## config.mk

```make
export PLATFORM = sky130hd
export DESIGN_NAME = nanorv32_mem_arbiter
export DESIGN_NICKNAME = d
export VERILOG_FILES = /design/src/rtl/nanorv32_mem_arbiter.sv
export SDC_FILE = /design/constraint.sdc
export NUM_CORES = 1
export LEC_CHECK = 0
export CAP_MARGIN = 25
export CELL_PAD_IN_SITES_DETAIL_PLACEMENT = 2
export CELL_PAD_IN_SITES_GLOBAL_PLACEMENT = 2
export CORE_MARGIN = 5
export CORE_UTILIZATION = 10
export CTS_CLUSTER_DIAMETER = 100
export DETAILED_ROUTE_END_ITERATION = 10
export GPL_ROUTABILITY_DRIVEN = 0
export MAX_ROUTING_LAYER = met4
export PLACE_DENSITY = 0.95
export SKIP_CTS_REPAIR_TIMING = 1
export SLEW_MARGIN = 20
export SYNTH_ARGS = -nofsm -noshare
export SYNTH_HDL_FRONTEND = slang
export SYNTH_SLANG_ARGS = --single-unit
```

## constraint.sdc

```tcl
create_clock -name clk -period 3.8 [get_ports clk]
set_input_delay 0.76 -clock clk [delete_from_list [all_inputs] [get_ports clk]]
set_output_delay 0.76 -clock clk [all_outputs]
set_load 0.01 [all_outputs]
```

## src/rtl/nanorv32_mem_arbiter.sv

```systemverilog
// -----------------------------------------------------------------------------
// nanorv32_mem_arbiter
//
// Shares one synchronous single-port SRAM (one-cycle read latency) between the
// nanorv32 instruction-fetch port and data port. Every access takes an issue
// cycle, in which the RAM strobe, address, write data and byte enables are
// driven, followed by a response cycle, in which the requester's ready strobe
// is raised while the RAM read data is on the bus. The response of one access
// overlaps the issue of the next one, so two active requesters alternate at
// full RAM bandwidth.
//
// Configuration macro:
//   NANORV32_ARB_ROUND_ROBIN_EN
//     defined   : a tie goes to the requester that did not win last time.
//                 The first tie after reset goes to the fetch port.
//     undefined : fixed priority, where the data port wins every tie. The
//                 fetch port still makes progress because the data port cannot
//                 win the cycle in which its own ready is returned.
//
// Parameters:
//   ADDR_W  word address width of the shared RAM
//   DATA_W  data width (32 for nanorv32)
//
// Ports:
//   clk, rst_n           core clock; asynchronous active-low reset
//   cpu_codemem_*        fetch request (valid, word address)
//   codemem_cpu_*        fetch response (ready strobe, read data)
//   cpu_datamem_*        data request (valid, address, write, bytesel, wdata)
//   datamem_cpu_*        data response (ready strobe, read data)
//   mem_en/we/addr/wdata RAM command, combinational from state and requests
//   mem_rdata            RAM read data, valid the cycle after mem_en
// -----------------------------------------------------------------------------
module nanorv32_mem_arbiter #(
   parameter int ADDR_W = 16,
   parameter int DATA_W = 32
) (
   input  logic              clk,
   input  logic              rst_n,

   input  logic              cpu_codemem_valid,
   input  logic [ADDR_W-1:0] cpu_codemem_addr,
   output logic              codemem_cpu_ready,
   output logic [DATA_W-1:0] codemem_cpu_rdata,

   input  logic              cpu_datamem_valid,
   input  logic [ADDR_W-1:0] cpu_datamem_addr,
   input  logic              cpu_datamem_write,
   input  logic [3:0]        cpu_datamem_bytesel,
   input  logic [DATA_W-1:0] cpu_datamem_wdata,
   output logic              datamem_cpu_ready,
   output logic [DATA_W-1:0] datamem_cpu_rdata,

   output logic              mem_en,
   output logic [3:0]        mem_we,
   output logic [ADDR_W-1:0] mem_addr,
   output logic [DATA_W-1:0] mem_wdata,
   input  logic [DATA_W-1:0] mem_rdata
);

   typedef enum logic [1:0] {
      IDLE     = 2'd0,
      GNT_CODE = 2'd1,
      GNT_DATA = 2'd2
   } state_t;

   localparam logic GRANT_CODE = 1'b0;
   localparam logic GRANT_DATA = 1'b1;

   state_t state;
   logic   last_grant;
   logic   code_ready_q;
   logic   data_ready_q;

   logic   code_eligible;
   logic   data_eligible;
   logic   issue;
   logic   pick_data;

   // A requester whose ready is being returned this cycle still holds its
   // valid high, so it is masked out of arbitration for that one cycle.
   // Without the mask the same request would be issued a second time.
   always_comb begin
      code_eligible = cpu_codemem_valid && (state != GNT_CODE);
      data_eligible = cpu_datamem_valid && (state != GNT_DATA);
      issue         = code_eligible || data_eligible;
   end

`ifdef NANORV32_ARB_ROUND_ROBIN_EN
   // Round-robin tie break: when both ports are eligible, the port that did
   // not win the previous issue gets the RAM. last_grant resets to DATA, so
   // the first tie after reset goes to the fetch port.
   always_comb begin
      if (code_eligible && data_eligible) begin
         pick_data = (last_grant == GRANT_CODE);
      end else begin
         pick_data = data_eligible;
      end
   end
`else
   // Fixed priority: the data port wins any tie. last_grant is still kept
   // up to date so both builds have the same register set, but it does not
   // steer arbitration here.
   always_comb begin
      pick_data = data_eligible;
   end

   logic unused_last_grant;
   assign unused_last_grant = last_grant;
`endif

   // RAM command for the issue cycle. The strobe and byte enables are gated
   // with rst_n so that a reset never lets a stray access or write reach the
   // RAM. The fetch port never writes, so its write data is zero.
   always_comb begin
      mem_en    = issue && rst_n;
      mem_we    = 4'b0000;
      mem_addr  = cpu_codemem_addr;
      mem_wdata = '0;
      if (pick_data) begin
         mem_addr  = cpu_datamem_addr;
         mem_wdata = cpu_datamem_wdata;
      end
      if (issue && rst_n && pick_data && cpu_datamem_write) begin
         mem_we = cpu_datamem_bytesel;
      end
   end

   // Grant state machine. Every issue moves to the winner's grant state and
   // records the winner. With nothing to issue, the machine falls back to
   // IDLE. The ready strobes are registered alongside the state, so each one
   // is high exactly during the response cycle that follows its issue. An
   // asynchronous reset drops any access in flight, and no ready is returned
   // for it.
   always_ff @(posedge clk or negedge rst_n) begin
      if (!rst_n) begin
         state        <= IDLE;
         last_grant   <= GRANT_DATA;
         code_ready_q <= 1'b0;
         data_ready_q <= 1'b0;
      end else begin
         code_ready_q <= issue && !pick_data;
         data_ready_q <= issue && pick_data;
         if (issue) begin
            state      <= pick_data ? GNT_DATA : GNT_CODE;
            last_grant <= pick_data ? GRANT_DATA : GRANT_CODE;
         end else begin
            state      <= IDLE;
         end
      end
   end

   // Both read-data outputs are plain copies of the RAM output. Only the
   // matching ready strobe tells a requester that the data is meant for it.
   always_comb begin
      codemem_cpu_ready = code_ready_q;
      datamem_cpu_ready = data_ready_q;
      codemem_cpu_rdata = mem_rdata;
      datamem_cpu_rdata = mem_rdata;
   end

endmodule

```

==> summary.txt <==
Logic synthesis
  – Syn Area/Cell: just over 8 um2
  – Cells after Synth: 133
  – Synth cell types: 17
  – Mapped Area: 1090 um2
  – Yosys warnings: 0
  – Seq cells post-synth: 2
  – Area leader, netlist: buf_4
  – Top-area cell type share of the netlist area: 44.1%
  – Area contributors post-synth: buf_4 44%, and3_1 17%, mux2_4 9.6%
  – Synthesized Nets: about 240
  – Sequential share of the synthesized area: 4.59%

Detailed routing
  – DRT iter0 DRCs: 12
  – Drt total wl: 4.97 mm
  – DRC: 0
  – Final ANT Viol Nets: 0
  – Vias per cell: around 3.2
  – Vias: between 1000 and 1500
  – Wire per inst: roughly 15 um
  – Router iterations before antenna repair: 2

Setup path
  – CP startpoint kind: input pin
  – WP data arrival: 2.48 ns
  – Setup crit end kind: primary output
  – CP required: 3.04 ns
  – Setup CP Type: input pin to primary output
  – Crit-path max FO: 35

Global routing
  – Initial antenna violation count: 0
  – Grt total ovfl: 0
  – First-pass GRT wire length: 7.13 mm
  – Largest net degree at the start of global routing: 36
  – Vias in the first global route: 1271
  – All-Layer GR Usage: 7.34%

Flow run
  – Maxcap violations: 0

Cells and area
  – Final cell count without fillers: 332
  – Final core occ: 19.1%
  – Layout net count: 299
  – Inserted Diodes: 0
  – Multi-input logic area: 505 um2
  – Layout cells sized above 1: 15.1%
  – Commonest non-fill, non-tap cells in the layout: 127 x clkdlybuf4s50_1, 29 x and3_1, 9 x mux2_2
  – FILL cells: 1268
  – Final instance area: 2050 um2
  – Register area: 50.0 um2
  – Commonest non-fill, non-tap cell in the layout: clkdlybuf4s50_1
  – Area Growth Syn to Fin: 88.2%

Worst hold path
  – Min-delay worst type: input pin to async pin

CTS
  – Clk slew on worst S/H paths: ~0.030 ns
  – CTS root buf: clkbuf_8
  – Clk_lat worst skew: 0.21 ns
  – Clk sinks: 2
  – H-tree depth: 1
  – CTS Buf Count: 3
  – CTS tree: done
  – Clk buf depth: 2

STA
  – Fin. max-slew vios: 0
  – Tcrit/Tclk final: 85.4%
  – RSZ-0062 raised after global routing: false
  – Max frequency: about 0.3 GHz
  – Slew headroom: 78.3%
  – Post-layout minimum cycle time: roughly 3.2 ns
  – Worst clock skew: 0.000995 ns
  – Setup-failing EPs final: 0
  – Setup tns final: 0 ns
  – Worst-margin pin slew: 0.325 ns
  – Setup ws final: 0.556 ns
  – Hold_ws: 0.749 ns
  – Final Hold Fails: 0

Floorplanning
  – Chip Width: between 100 and 150 um
  – Rows: 38
  – I/O pin count: 224
  – Initial Utilization: 10.1%
  – Core area: 10700 um2
  – Die area: 13100 um2
  – Die height: between 100 and 150 um

Place
  – Cells after DPL: about 330
  – Worst slack at placement: 0.538 ns
  – Post-DP HPWL: 4.26 mm
  – Dpl cell area: 2010 um2
  – Buffers on Ports: 127

Power and ir drop
  – Total power: 0.358 mW
  – P per Cell Area: 175 nW/um2
  – Leakage: 0.834 nW
  – Maximum VDD drop: around 0.000046 V

Outcome
  – Status: finished, final reports clean
logic make-up after synthesis:
| family | after synthesis | share of synthesized area, % |
|---|---|---|
| AO/OA/AOI/OAI | 2 | 1.72 |
| buffers and inverters | 72 | 49.0 |
| flip-flops | 2 | 4.59 |
| multiplexers | 16 | 18.9 |
| AND/OR/NAND/NOR | 41 | 25.7 |
power by group:
group	switching (mW)	internal (mW)	leakage (nW)
Sequential	0.00172	0.0233	0.0251
Combinational	0.0820	0.166	0.787
Clock	0.0179	0.0671	0.0216
Total	0.102	0.257	0.834
registers in the layout, summed over array words and instances (netlist names):
name and cells:
datamem_cpu_ready 1, state 1
final timing paths:
kind | startpoint | end | slack, ns | cells after the start
worst min-delay path | rst_n | state[0]$_DFF_PN0_ | 0.75 | 1
worst max-delay path | cpu_datamem_valid | mem_we[1] | 0.56 | 5
max in group asynchronous | rst_n | datamem_cpu_ready$_DFF_PN0_ | 2.89 | 1
worst max register to register | datamem_cpu_ready$_DFF_PN0_ | datamem_cpu_ready$_DFF_PN0_ | 2.59 | 2
min in group clk | datamem_cpu_ready$_DFF_PN0_ | state[0]$_DFF_PN0_ | 0.81 | 3
worst min register to register | datamem_cpu_ready$_DFF_PN0_ | state[0]$_DFF_PN0_ | 0.81 | 3
cell usage after synthesis (all sizes together):
| master | instances |
|---|---|
| a21boi | 1 |
| and2 | 4 |
| and3 | 32 |
| and4 | 2 |
| buf | 66 |
| clkbuf | 6 |
| dfrtp | 2 |
| mux2 | 16 |
| nand2b | 2 |
| o221a | 1 |
| or2b | 1 |
final cells by class:
class / instances / share of cell area [%]
Timing Repair Buffer: 128 / 62.4
Clock buffer: 3 / 2.01
Tap cell: 140 / 8.54
Sequential cell: 2 / 2.44
Multi-Input combinational cell: 59 / 24.6
worst max-delay path: stages:
cell,delay (ns)
clkdlybuf4s50_1,0.48
buf_4,0.30
and4_2,0.30
and2_1,0.12
clkdlybuf4s50_1,0.53
layer usage:
metal  share of wire [%]  GRT usage [%]  wire length, um
met2                  56           13.0             2770
met1                  35           7.57             1760
met3                 7.2           2.01              356
met5                   0              -                0
met4                 1.8           3.17               90
(Power assumes the default switching activity.)
